$ cat src/rtl/rv32_pkg.sv
// ---------------------------------------------------------------------------
// rv32_pkg
// Shared definitions for the rv32 core pipeline blocks.
//   REG_ADDR_W : architectural register address width
//   REG_X0     : the hard-wired zero register, never a forwarding source
//   memState_t : data-memory handshake FSM states
// ---------------------------------------------------------------------------
package rv32_pkg;

  localparam int                    REG_ADDR_W = 5;
  localparam logic [REG_ADDR_W-1:0] REG_X0     = 5'd0;

  typedef enum logic {
    IDLE = 1'b0,
    WAIT = 1'b1
  } memState_t;

endpackage : rv32_pkg

$ cat src/rtl/ex_stall_ctr.sv
// ---------------------------------------------------------------------------
// ex_stall_ctr
// Saturating up-counter with synchronous clear and increment enable.
//   clk   : clock
//   clr   : synchronous clear, wins over inc
//   inc   : add one this cycle unless already at all-ones
//   count : current count
// ---------------------------------------------------------------------------
module ex_stall_ctr #(
  parameter int W = 16
) (
  input  logic         clk,
  input  logic         clr,
  input  logic         inc,
  output logic [W-1:0] count
);

  always_ff @(posedge clk) begin
    if (clr) begin
      count <= '0;
    end else if (inc && (count != '1)) begin
      count <= count + W'(1);
    end
  end

endmodule : ex_stall_ctr

$ cat src/rtl/ex_mem_wb_dest_track.sv
// ---------------------------------------------------------------------------
// ex_mem_wb_dest_track
// Carries destination register / write-enable of in-flight instructions
// through EX/MEM and MEM/WB for the forwarding unit, runs the data-memory
// wait handshake, detects load-use hazards and counts front-end stall cycles.
//
// Ports:
//   clk, rst                 : clock, synchronous active-high reset
//   idex_*                   : instruction currently in ID/EX
//   ifid_regRS1/RS2          : sources of the instruction in IF/ID
//   flush                    : kill the instruction leaving ID/EX
//   dmem_ack / dmem_req      : data-memory completion / request
//   exmem_regRD/regWrite     : EX/MEM destination and qualified write-enable
//   memwb_regRD/regWrite     : MEM/WB destination and qualified write-enable
//   stall_front              : hold PC, IF/ID and ID/EX this cycle
//   stall_count              : saturating count of stall_front cycles
// ---------------------------------------------------------------------------
import rv32_pkg::*;

module ex_mem_wb_dest_track #(
  parameter int REG_W = REG_ADDR_W,
  parameter int CNT_W = 16
) (
  input  logic             clk,
  input  logic             rst,
  input  logic             idex_valid,
  input  logic [REG_W-1:0] idex_regRD,
  input  logic             idex_regWrite,
  input  logic             idex_memRead,
  input  logic             idex_memWrite,
  input  logic [REG_W-1:0] ifid_regRS1,
  input  logic [REG_W-1:0] ifid_regRS2,
  input  logic             flush,
  input  logic             dmem_ack,
  output logic             dmem_req,
  output logic [REG_W-1:0] exmem_regRD,
  output logic             exmem_regWrite,
  output logic [REG_W-1:0] memwb_regRD,
  output logic             memwb_regWrite,
  output logic             stall_front,
  output logic [CNT_W-1:0] stall_count
);

  localparam logic [REG_W-1:0] ZERO_REG = REG_W'(REG_X0);

  memState_t state, stateNext;

  logic exmemValid;
  logic exmemMemRead;
  logic exmemMemWrite;
  logic killPending;

  logic loadUse;
  logic memStall;
  logic advance;
  logic captureValid;
  logic captureWrite;

  // Load in ID/EX whose destination is read by the instruction in IF/ID.
  assign loadUse = idex_valid & idex_memRead & idex_regWrite &
                   (idex_regRD != ZERO_REG) &
                   ((idex_regRD == ifid_regRS1) | (idex_regRD == ifid_regRS2));

  // NOTE: every signal written in always_comb gets a default first so that
  // no path leaves it unassigned, which would infer a latch.
  always_comb begin
    stateNext = state;
    dmem_req  = 1'b0;
    unique case (state)
      IDLE: begin
        dmem_req = exmemValid & (exmemMemRead | exmemMemWrite);
        if (dmem_req && !dmem_ack) stateNext = WAIT;
      end
      WAIT: begin
        // EX/MEM is frozen, so the request is held until the ack arrives.
        dmem_req = 1'b1;
        if (dmem_ack) stateNext = IDLE;
      end
      default: stateNext = IDLE;
    endcase
  end

  assign memStall    = dmem_req & ~dmem_ack;
  assign advance     = ~memStall;
  assign stall_front = loadUse | memStall;

  // A load-use stall keeps the load in ID/EX and sends a bubble forward.
  assign captureValid = idex_valid & ~flush & ~killPending & ~loadUse;
  // x0 is never forwarded, nor is anything from a dead entry.
  assign captureWrite = captureValid & idex_regWrite & (idex_regRD != ZERO_REG);

  // NOTE: sequential state uses non-blocking assignments so every register
  // samples the pre-edge values regardless of statement order.
  always_ff @(posedge clk) begin
    if (rst) begin
      state          <= IDLE;
      exmemValid     <= 1'b0;
      exmem_regRD    <= '0;
      exmem_regWrite <= 1'b0;
      exmemMemRead   <= 1'b0;
      exmemMemWrite  <= 1'b0;
      memwb_regRD    <= '0;
      memwb_regWrite <= 1'b0;
      killPending    <= 1'b0;
    end else begin
      state <= stateNext;
      if (advance) begin
        exmemValid     <= captureValid;
        exmem_regRD    <= idex_regRD;
        exmem_regWrite <= captureWrite;
        exmemMemRead   <= idex_memRead;
        exmemMemWrite  <= idex_memWrite;
        memwb_regRD    <= exmem_regRD;
        memwb_regWrite <= exmem_regWrite;
        // The capture just made consumed any pending kill.
        killPending    <= 1'b0;
      end else begin
        memwb_regRD    <= '0;
        memwb_regWrite <= 1'b0;
        // A flush seen while frozen must still kill what ID/EX sends next.
        if (flush) killPending <= 1'b1;
      end
    end
  end

  ex_stall_ctr #(
    .W (CNT_W)
  ) u_stall_ctr (
    .clk   (clk),
    .clr   (rst),
    .inc   (stall_front),
    .count (stall_count)
  );

endmodule : ex_mem_wb_dest_track

$ cat config.mk
export PLATFORM = sky130hd
export DESIGN_NAME = ex_mem_wb_dest_track
export DESIGN_NICKNAME = d
export VERILOG_FILES = /design/src/rtl/rv32_pkg.sv /design/src/rtl/ex_stall_ctr.sv /design/src/rtl/ex_mem_wb_dest_track.sv
export SDC_FILE = /design/constraint.sdc
export NUM_CORES = 1
export LEC_CHECK = 0
export ABC_AREA = 0
export BUFFER_PORTS_ARGS = -buffer_cell sky130_fd_sc_hd__clkbuf_2
export CAP_MARGIN = 0
export CORE_MARGIN = 3
export CORE_UTILIZATION = 40
export CTS_CLUSTER_DIAMETER = 200
export CTS_CLUSTER_SIZE = 28
export DETAILED_ROUTE_END_ITERATION = 6
export HOLD_SLACK_MARGIN = 0.02
export MAX_ROUTING_LAYER = met4
export PLACE_DENSITY = 0.76
export SLEW_MARGIN = 25
export SYNTH_ARGS = -nofsm -noshare
export SYNTH_HDL_FRONTEND = slang
export SYNTH_SLANG_ARGS = --single-unit
$ cat constraint.sdc
create_clock -name clk -period 2.65 [get_ports clk]
set_input_delay 0.53 -clock clk [delete_from_list [all_inputs] [get_ports clk]]
set_output_delay 0.53 -clock clk [all_outputs]
set_load 0.1 [all_outputs]
; ---- Word level (Yosys, flattened, before mapping)
; Cells that the tools add are included.
[word_totals]
reg_bits = 33
input_bits = 23
out_inout_bits = 30
[op_classes]
bitwise = 20
n_mux = 4
add_sub_neg = 1
n_reduce_logical = 6
n_eq_ne = 3
[ops]
columns = cell, count
row1 = "adder 16 x 1 -> 16 bit, second input constant", 1
row2 = "inequality test 16 bit, second input constant", 1
row3 = bitwise AND 1 bit, 11
row4 = == test 5 bit, 2
row5 = inverter 1 bit, 6
row6 = nonzero test 5 bit, 1
row7 = one-hot mux 1 bit (2 select lines), 2
row8 = OR reduction 2 bit, 2
row9 = OR 1 bit, 3
row10 = logical AND 1 bit, 2
row11 = 2-to-1 mux 1 bit, 2
row12 = logical NOT 1 bit, 1

; ---- Depth between registers and ports, before layout
; Gate-level depths: netlist of run 1.
[logic_depth]
word_depth = 8
ltp_mapped = 9
ltp_nobuf = 7

; ---- Modules after synthesis
; A second synthesis of run 1 with hierarchy kept.
[unflattened]
cells_unflattened = 172
hier_area_um2 = 1559.0
[by_module_without_submodules]
columns = module, area_per_inst_um2, n_inst, seq_area_each_um2, cells_per_inst
row1 = ex_stall_ctr, 848.3, 1, 320.3, 99
row2 = ex_mem_wb_dest_track, 710.7, 1, 340.3, 73

; ---- Least setup slack after synthesis of run 1
; No wires, ideal clock.
[synth_timing]
kind = register to register
startpoint = register u_stall_ctr.count[0]
endpoint = register u_stall_ctr.count[5]
setup_ns = 0.115
arrival_time_ns = 2.870
slack_ns = -0.335
t_required_ns = 2.535
path_buffers = 2
path_stages_with_launch = 10
synth_period_minus_slack_ns = 2.985
path_cell_list = dfxtp_1 -> ha_1 -> nand3_1 -> or2_2 -> nor2_1 -> and3_1 -> buf_4 -> clkbuf_1 -> nor4_1 -> o21ba_2
[synth_between]
elab_chain_cells = 2
word_cells_on_any_way = 3
classes_between = 1 x add/sub / 1 x eq/ne / 1 x reduce/logical
[synth_lines]
columns = element, line_no
row1 = from (decl), ex_stall_ctr.sv:15  ; output logic [W-1:0] count
row2 = from (signal assigned), ex_stall_ctr.sv:22  ; count <= count + W'(1);
row3 = branches (longest 2 deep; another with adder 16 x 1 -> 16 bit), --
; Several ways; the timed one is not identified.
; A chain may end at the register's enable or synchronous reset.

; ---- Worst setup path in the final report of run 1
[layout_timing]
startpoint = input idex_regRD[0]
endpoint = output stall_front
[layout_between]
elab_chain_cells = 4
word_cells_on_any_way = 7
classes_between = 2 x eq/ne / 4 x bitwise / 1 x reduce/logical
[layout_lines]
columns = element, line_no
row1 = from (decl), ex_mem_wb_dest_track.sv:27  ; input logic [REG_W-1:0] idex_regRD,
row2 = == test 5 bit / nonzero test 5 bit (equally long branches), "ex_mem_wb_dest_track.sv:62, ex_mem_wb_dest_track.sv:61"
row3 = OR 1 bit / bitwise AND 1 bit (equally long branches), "ex_mem_wb_dest_track.sv:62, ex_mem_wb_dest_track.sv:60"
row4 = bitwise AND 1 bit (*), ex_mem_wb_dest_track.sv:61  ; (idex_regRD != ZERO_REG) &
row5 = OR 1 bit (*), ex_mem_wb_dest_track.sv:85  ; assign stall_front = loadUse | memStall;
row6 = to (decl), ex_mem_wb_dest_track.sv:40  ; output logic stall_front,
; Every way passes the cells marked *; elsewhere a longest branch is shown, timed or not.

==> metrics.md, run 1 <==
| Metric | Value |
|---|---|
| Total Power | 1.05 mW |
| Outcome | finished, final reports clean |
| CTS tree | yes |
| Met2 usage | 21.1% |
| Required time worst endpoint | 2120 ps |
| Unrepaired setup endpoints after global routing | no |
| Min Tclk post-route | 2530 ps |
| Post-synth EDFFs | 0 |
| Per-cell routed wire length | 12.8 µm |
| DRC | 0 |
| Final nets | 245 |
| Cell count after synthesis | 166 |
| Setup Buffers After CTS | 0 |
| Clock Pin Slew Worst Setup and Hold Paths | 70 ps |
| DR vias/cell | 5.14 |
| Slew Limit Fails | 0 |
| Initial antenna violation count | 0 |
| Maximum fanout along the worst path | 6 |
| Max Root-Sink Buffers | 2 |
| Setup Viol. Count Final | 0 |
| CTS resizes | 0 |
| Max Clock Freq | 396 MHz |
| Startpoint Class | input port |
| Die H | 68.7 µm |
| #FFs+latches synth | 33 |
| Pwr Density | 534 nW/µm² |
| Hold-critical path depth | 1 |
| Sequential share of the synthesized area | 42.0% |
| GRT Max-Usage Layer | met2 |
| Setup TNS | 0 ps |
| Antenna diodes | 0 |
| I/O pins | 53 |
| Most frequent cells in the layout | clkbuf_2, dfxtp_1, nor2_1 |
| Final Hold Vio Count | 0 |
| Post-route ant nets | 0 |
| DP Wirelength | 2.52 mm |
| Cell row count | 22 |
| DR iter-0 viols | 63 |
| Synth Warn # | 0 |
| Avg Inst Size Synth | 9.48 µm² |
| First-pass GRT wire length | 5.15 mm |
| Worst Hold Endpoint | exmemValid |
| Post-Syn Area | 1570 µm² |
| Most common cell after layout, fill and taps aside | clkbuf_2 |
| CTS Root Cell | clkbuf_8 |
| Worst Tran Pin Value | 623 ps |
| Vias in the first global route | 1091 |
| Slew margin rel. | 57.4% |
| Pin count of the biggest net entering global routing | 23 |
| P&R area growth vs syn | 24.5% |
| Setup Crit Path Kind | in -> out |
| 1st-pass router iterations | 4 |
| Synth cell types | 48 |
| Port Buffer Count | 52 |
| H-tree Lvls | 2 |
| CP endpoint kind | output pin |
| Core area | 3720 µm² |
| Crit path DAT | 2000 ps |
| Ys flop type | dfxtp_1 |
| VDD IR-drop max | 0.281 mV |
| Synth Net Count | 190 |
| Hold WC Path Type | reg -> reg |
| Die area | 4720 µm² |
| Dpl cells | 262 |
| M1 GR Usage | 19.7% |
| GRT Residual Overflow | 0 |
| Period utilization | 95.4% |
| Share of layout cells above drive strength 1 | 41.0% |
| Total CTS buffers | 5 |
| Pleak | 0.798 nW |
| Worst R2R Path Depth | 8 |
| Die Wd | 68.7 µm |
| Post-synth top area share | 42.0% |
| Total GRT Usage | 15.2% |
| Routed vias | 1389 |
| Hold buffers post-CTS | 0 |
| DRT Wirelength | 3.46 mm |
| Synth async-reset ratio | 0% |
| Skew final | 2.85 ps |
| Worst skew pair latency | 280 ps |
| Synth top area cells | dfxtp_1, xnor2_1, mux2i_1 |
| Utilization after layout | 52.7% |
| Met3 GRT Util | 5.51% |
| Cell taking the most area after synthesis | dfxtp_1 |
| Placer Congestion | 0.770 |
| Reg2reg start | u_stall_ctr.count[0] |
| Register-to-register setup slack | 450 ps |
| Max cap viols | 0 |
| Final Non-Filler Cells | 270 |
| Initial Util | 42.4% |
| # clock sinks | 33 |
| FF-to-FF End | u_stall_ctr.count[11] |
| Hold Startpoint | exmemValid |
==> worst max-delay path by stage <==
stage | from | end | slack [ps] | depth (start not counted)
finish | idex_regRD[0] | stall_front | 120 | 7
floorplan | u_stall_ctr.count[8] | u_stall_ctr.count[5] | 5 | 8
global route | idex_regRD[0] | stall_front | 30 | 7
global placement | idex_regRD[0] | stall_front | 130 | 7
detailed placement | idex_regRD[0] | stall_front | 110 | 7
CTS | idex_regRD[0] | stall_front | 110 | 7
==> state kept, by name (all words and copies together), names as in the netlist <==
name,cells
exmem_regRD,5
exmemMemRead,1
exmemMemWrite,1
exmemValid,1
memwb_regRD,5
killPending,1
exmem_regWrite,1
memwb_regWrite,1
u_stall_ctr.count,16
state,1
==> power breakdown <==
| group | total, mW | switching [mW] | internal (mW) |
|---|---|---|---|
| clock | 0.364 | 0.183 | 0.181 |
| combinational | 0.168 | 0.122 | 0.0453 |
| sequential | 0.515 | 0.00653 | 0.508 |
| total | 1.05 | 0.312 | 0.734 |
==> layer usage <==
| layer | routed length, µm | vias to the layer above |
|---|---|---|
| met5 | 0 | - |
| met1 | 1650 | 633 |
| met3 | 170 | 7 |
| li1 | - | 717 |
| met2 | 1580 | 32 |
| met4 | 61 | 0 |
==> synthesized netlist by cell type (2+ instances only) <==
master / instances
nand3_1: 8
mux2i_1: 7
or4_2: 5
mux2_2: 4
nand4_1: 2
clkbuf_1: 2
o21a_1: 2
o31ai_1: 5
inv_1: 4
nor4_1: 4
o21ai_0: 2
buf_4: 2
a311oi_1: 2
and3_1: 2
a21oi_1: 10
nor2b_1: 4
xnor2_1: 10
nand2_1: 7
dfxtp_1: 33
nor4b_1: 2
nor2_1: 17
and2_1: 6
==> layout make-up <==
class	count	area, µm²
inverter	5	18.8
clock inverter	3	17.5
fill	372	1760
clock buffer	5	68.8
sequential	33	669
timing repair buffer	55	298
multi-input combinational	121	827
tap	48	60.1
==> stage by stage <==
step | area, µm² | hold slack [ps] | worst slack, ps
after floorplan | 1580 | 427 | 4.80
after global placement | 1870 | 446 | 135
after detailed placement | 1870 | 445 | 112
after CTS | 1960 | 467 | 106
after global routing | 1960 | 484 | 34.4
final | 1960 | 464 | 122
==> worst max-delay path, cell delays in order <==
cell	delay, ps
clkbuf_2	120
or4_1	530
o21a_1	190
and3_4	180
a21oi_2	170
inv_2	100
buf_12	180
==> cell families (layout without fill, tap and decap cells) <==
logic type,after synthesis,in the layout,share of synthesized area [%]
DFF,33,33,42.0
AOI/OAI and AO/OA,31,31,13.9
and+or+nand+nor,68,68,25.0
muxes,11,11,7.31
adders and majority gates,1,1,0.795
xor gates and xnor gates,10,10,5.56
buffers and inverters,12,68,5.48
Note: power is estimated with default switching activity, not from simulation.
==> run 2, diff against run 1 <==
BUFFER_PORTS_ARGS = -buffer_cell sky130_fd_sc_hd__buf_2   (was -buffer_cell sky130_fd_sc_hd__clkbuf_2)
clock period = 2.9 ns   (was 2.65 ns; I/O delays follow)
==> run 2 against run 1 <==
Compared with the run above: first-iteration DRC count increased by 52%; total power grew 1.5%; sequential power down 8.5%; clock power is 21% higher; final area hardly changed; critical path depth stayed put; non-clock buffer count down 1; clock skew rose by 6.9 ps; sequential share of layout area shrank 0.34 points; final cell count down 0.37%; largest cell class unchanged.
==> metrics.md, run 2 (same netlist as run 1, synthesis figures left out) <==
| Metric | Value |
|---|---|
| Final nets | 244 |
| Initial Util | 42.4% |
| I/O pins | 53 |
| M1 GR Usage | 20.6% |
| Pwr Density | 542 nW/µm² |
| # clock sinks | 33 |
| DRC | 0 |
| P&R area growth vs syn | 24.6% |
| DP Wirelength | 2.60 mm |
| Crit path DAT | 2180 ps |
| Setup TNS | 0 ps |
| Post-route ant nets | 0 |
| Die Wd | 68.7 µm |
| DRT Wirelength | 3.55 mm |
| Unrepaired setup endpoints after global routing | no |
| Placer Congestion | 0.844 |
| Regs by FF count | u_stall_ctr.count x16, exmem_regRD x5, memwb_regRD x5 |
| Slew Limit Fails | 0 |
| Startpoint Class | input port |
| Die area | 4720 µm² |
| Min Tclk post-route | 2760 ps |
| Hold Startpoint | exmemValid |
| Hold-critical path depth | 1 |
| Worst Tran Pin Value | 610 ps |
| Worst Hold Endpoint | exmemValid |
| Total CTS buffers | 5 |
| Met2 usage | 22.9% |
| Hold buffers post-CTS | 0 |
| Total GRT Usage | 15.8% |
| Share of layout cells above drive strength 1 | 38.0% |
| DR vias/cell | 5.28 |
| CTS Root Cell | clkbuf_8 |
| Setup Crit Path Kind | in -> out |
| CTS resizes | 0 |
| Outcome | finished, final reports clean |
| Final Hold Vio Count | 0 |
| Clock Pin Slew Worst Setup and Hold Paths | 60 ps |
| Clk network pwr share | 41.5% |
| Skew final | 9.71 ps |
| 1st-pass router iterations | 4 |
| Met3 GRT Util | 5.19% |
| VDD IR-drop max | 0.259 mV |
| Max cap viols | 0 |
| H-tree Lvls | 2 |
| Pleak | 0.820 nW |
| Antenna diodes | 0 |
| Hold WC Path Type | reg -> reg |
| CP endpoint kind | output pin |
| Worst skew pair latency | 280 ps |
| Pin count of the biggest net entering global routing | 32 |
| Required time worst endpoint | 2320 ps |
| Post-route cell area | 1960 µm² |
| GRT Max-Usage Layer | met2 |
| Max Root-Sink Buffers | 2 |
| Register-to-register setup slack | 500 ps |
| Cell row count | 22 |
| Most frequent cells in the layout | buf_2, dfxtp_1, nor2_1 |
| Maximum fanout along the worst path | 6 |
| Largest register by flop count | u_stall_ctr.count |
| CTS tree | yes |
| Setup Viol. Count Final | 0 |
| Worst R2R Path Depth | 8 |
| First-pass GRT wire length | 5.44 mm |
| Internal | 784 µW |
| Switching Share | 26.2% |
| Slew margin rel. | 58.3% |
| Most common cell after layout, fill and taps aside | buf_2 |
| Max Clock Freq | 362 MHz |
| Psw | 279 µW |
| Initial antenna violation count | 0 |
| Core area | 3720 µm² |
| Routed vias | 1421 |
| Reg2reg start | u_stall_ctr.count[1] |
| Per-cell routed wire length | 13.2 µm |
| Fillers | 361 |
| Power share of the combinational group | 14.2% |
| Placed cell area | 1840 µm² |
| DR iter-0 viols | 96 |
| Seq pwr share | 44.3% |
| Vias in the first global route | 1182 |
| GRT Residual Overflow | 0 |
| FF-to-FF End | u_stall_ctr.count[5] |
| Setup Buffers After CTS | 0 |
| Die H | 68.7 µm |
| Period utilization | 95.3% |
| Port Buffer Count | 52 |
| Max reg flops | 16 |
-- run 2: cell types whose count changed in the layout (fill, tap and decap cells not counted), moves of 2 or more --
cell / change
dfxtp_2: -5
dfxtp_1: +5
clkbuf_2: -51
buf_2: +52
clkinv_2: -2
-- run 2: cell type report --
cell class	instances	area, µm²	share of cell area, %
Multi-Input combinational cell	121	827	42.2
Clock inverter	1	30.0	1.53
Sequential cell	33	663	33.8
Timing Repair Buffer	54	275	14.0
Clock buffer	7	86.3	4.40
Inverter	5	18.8	0.957
Tap cell	48	60.1	3.06
-- run 2: how the worst max path moves through the flow --
stage | start | endpoint | slack, ps | cells past startpoint
final | idex_regRD[0] | stall_front | 140 | 7
after global routing | idex_regRD[0] | stall_front | 60 | 7
after CTS | idex_regRD[0] | stall_front | 120 | 7
after detailed placement | idex_regRD[0] | stall_front | 120 | 7
after global placement | idex_regRD[0] | stall_front | 170 | 7
after floorplan | u_stall_ctr.count[2] | u_stall_ctr.count[5] | 90 | 8
-- run 2: worst max-delay path, stage by stage --
cell	delay, ps
buf_2	130
or4_1	530
o21a_1	210
and3_4	190
a21oi_2	160
inv_2	80
buf_2	300
-- run 2: power groups by stage --
stage | Clock [mW] | Sequential [mW] | Combinational (mW)
floorplan | 0 | 0.542 | 0.0551
global placement | 0 | 0.480 | 0.150
detailed placement | 0 | 0.481 | 0.152
CTS | 0.448 | 0.471 | 0.152
global route | 0.465 | 0.472 | 0.161
finish | 0.441 | 0.471 | 0.151
-- run 2: stage by stage --
stage	total power, mW	instances	setup slack [ps]	utilization [%]	hold WS (ps)
global placement	0.630	261	168	49.6	445
global route	1.10	269	58.5	52.8	503
detailed placement	0.633	261	121	49.6	457
floorplan	0.597	166	91.6	-	427
CTS	1.07	269	122	52.8	473
finish	1.06	269	137	52.8	478
-- run 2: per-layer routing --
metal | vias to the layer above | routed length (µm)
met2 | 29 | 1660
met4 | 0 | 50
li1 | 709 | -
met1 | 678 | 1670
met3 | 5 | 175
met5 | - | 0
==> run 3, diff against run 2 <==
CTS_BUF_LIST = sky130_fd_sc_hd__clkbuf_8 sky130_fd_sc_hd__clkbuf_16   (was not set)
==> run 3 against run 2 <==
Compared with the run above: global-route usage unchanged; clock skew about the same; non-clock buffer count unchanged; critical path type unchanged; critical endpoint unchanged; highest routed layer unchanged.
==> metrics.md, run 3 (same netlist as run 1, synthesis figures left out) <==
| Metric | Value |
|---|---|
| 1st-pass router iterations | 4 |
| Slew Limit Fails | 0 |
| Min Tclk post-route | 2760 ps |
| Cell row count | 22 |
| P&R area growth vs syn | 24.6% |
| Initial antenna violation count | 0 |
| Met3 GRT Util | 5.19% |
| Fillers | 361 |
| Register-to-register setup slack | 500 ps |
| CTS Root Cell | clkbuf_8 |
| Share of layout cells above drive strength 1 | 38.0% |
| CTS resizes | 0 |
| CTS tree | yes |
| Area of the multi-input gates | 827 µm² |
| Total CTS buffers | 5 |
| Max cap viols | 0 |
| Worst R2R Path Depth | 8 |
| First-pass GRT wire length | 5.44 mm |
| Placer Congestion | 0.844 |
| Hold-critical path depth | 1 |
| Most common cell after layout, fill and taps aside | buf_2 |
| Hold buffers post-CTS | 0 |
| Crit path DAT | 2180 ps |
| Pwr Density | 540 nW/µm² |
| Max reg flops | 16 |
| Setup Viol. Count Final | 0 |
| Regs by FF count | u_stall_ctr.count x16, exmem_regRD x5, memwb_regRD x5 |
| Period utilization | 95.3% |
| Final Hold Vio Count | 0 |
| Worst Hold Endpoint | exmemValid |
| DRC | 0 |
| Worst Tran Pin Value | 610 ps |
| Max Clock Freq | 362 MHz |
| DR vias/cell | 5.29 |
| Hold WC Path Type | reg -> reg |
| Total GRT Usage | 15.8% |
| Slowest cell on the critical path | or4_1 |
| Setup Buffers After CTS | 0 |
| Maximum fanout along the worst path | 6 |
| Post-route cell area | 1960 µm² |
| Die H | 68.7 µm |
| Worst skew pair latency | 280 ps |
| DP Worst Slack | 121 ps |
| DP Wirelength | 2.60 mm |
| Unrepaired setup endpoints after global routing | no |
| Initial Util | 42.4% |
| Setup Crit Path Kind | in -> out |
| Utilization after layout | 52.8% |
| M1 GR Usage | 20.6% |
| Final WS setup | 137 ps |
| Setup TNS | 0 ps |
| Outcome | finished, final reports clean |
| Largest register by flop count | u_stall_ctr.count |
| Per-cell routed wire length | 13.1 µm |
| Skew final | 9.71 ps |
| Die area | 4720 µm² |
| Clock Pin Slew Worst Setup and Hold Paths | 60 ps |
| Hold Startpoint | exmemValid |
| Placed cell area | 1840 µm² |
| Routed vias | 1422 |
| CP endpoint kind | output pin |
| FF-to-FF End | u_stall_ctr.count[5] |
| Pleak | 0.825 nW |
| Core area | 3720 µm² |
| Pin count of the biggest net entering global routing | 32 |
| DR iter-0 viols | 96 |
| Die Wd | 68.7 µm |
| GRT Residual Overflow | 0 |
| Reg2reg start | u_stall_ctr.count[1] |
| Slew margin rel. | 58.3% |
| Startpoint Class | input port |
| Reg area | 663 µm² |
| I/O pins | 53 |
| Crit-path most repeated cell | buf_2 |
| H-tree Lvls | 2 |
| Max Root-Sink Buffers | 2 |
| Worst hold slack | 478 ps |
| VDD IR-drop max | 0.250 mV |
| DRT Wirelength | 3.54 mm |
| Port Buffer Count | 52 |
| Required time worst endpoint | 2320 ps |
| # clock sinks | 33 |
| Critical Path, Cell by Cell | buf_2 -> or4_1 -> o21a_1 -> and3_4 -> a21oi_2 -> inv_2 -> buf_2 |
| Most frequent cells in the layout | buf_2, dfxtp_1, nor2_1 |
| Max incr delay on CP | 530 ps |
| Vias in the first global route | 1182 |
| Post-route ant nets | 0 |
| Met2 usage | 22.9% |
| Antenna diodes | 0 |
| Final nets | 244 |
| GRT Max-Usage Layer | met2 |
[run 3: changes by cell type in the layout (fill, tap and decap cells not counted), sizes merged]
| cell | previous run | this run |
|---|---|---|
| clkbuf | 7 | 6 |
| inv | 5 | 6 |
[run 3: area by class of cell]
class | instances | area share [%]
Inverter | 5 | 0.957
Timing Repair Buffer | 54 | 14.0
Clock inverter | 2 | 1.72
Clock buffer | 6 | 4.21
Multi-Input combinational cell | 121 | 42.2
Sequential cell | 33 | 33.8
Tap cell | 48 | 3.06
[run 3: how the worst max path moves through the flow]
stage / start / to / slack [ps] / depth (start not counted)
floorplan: u_stall_ctr.count[2] / u_stall_ctr.count[5] / 90 / 8
global placement: idex_regRD[0] / stall_front / 170 / 7
detailed placement: idex_regRD[0] / stall_front / 120 / 7
CTS: idex_regRD[0] / stall_front / 120 / 7
global route: idex_regRD[0] / stall_front / 60 / 7
finish: idex_regRD[0] / stall_front / 140 / 7
[run 3: power breakdown]
group          switching, mW  internal (mW)
clock network          0.160          0.276
logic                  0.112         0.0395
registers            0.00630          0.465
total                  0.278          0.781
[run 3: worst max-delay path: cells and delay by family]
family                 cells  cell delay [ps]
AOI/OAI and AO/OA          2              370
buffers and inverters      3              510
and+or+nand+nor            2              720
[run 3: through the flow]
step	std cells	total power, mW
after floorplan	166	0.597
after global placement	261	0.630
after detailed placement	261	0.633
after CTS	269	1.07
after global routing	269	1.09
final	269	1.06
[run 3: metal layers]
metal	up-vias	wire length, µm	part of all wire (%)
li1	709	-	-
met1	679	1660	47
met2	29	1650	47
met3	5	173	4.9
met4	0	50	1.4
met5	-	0	0
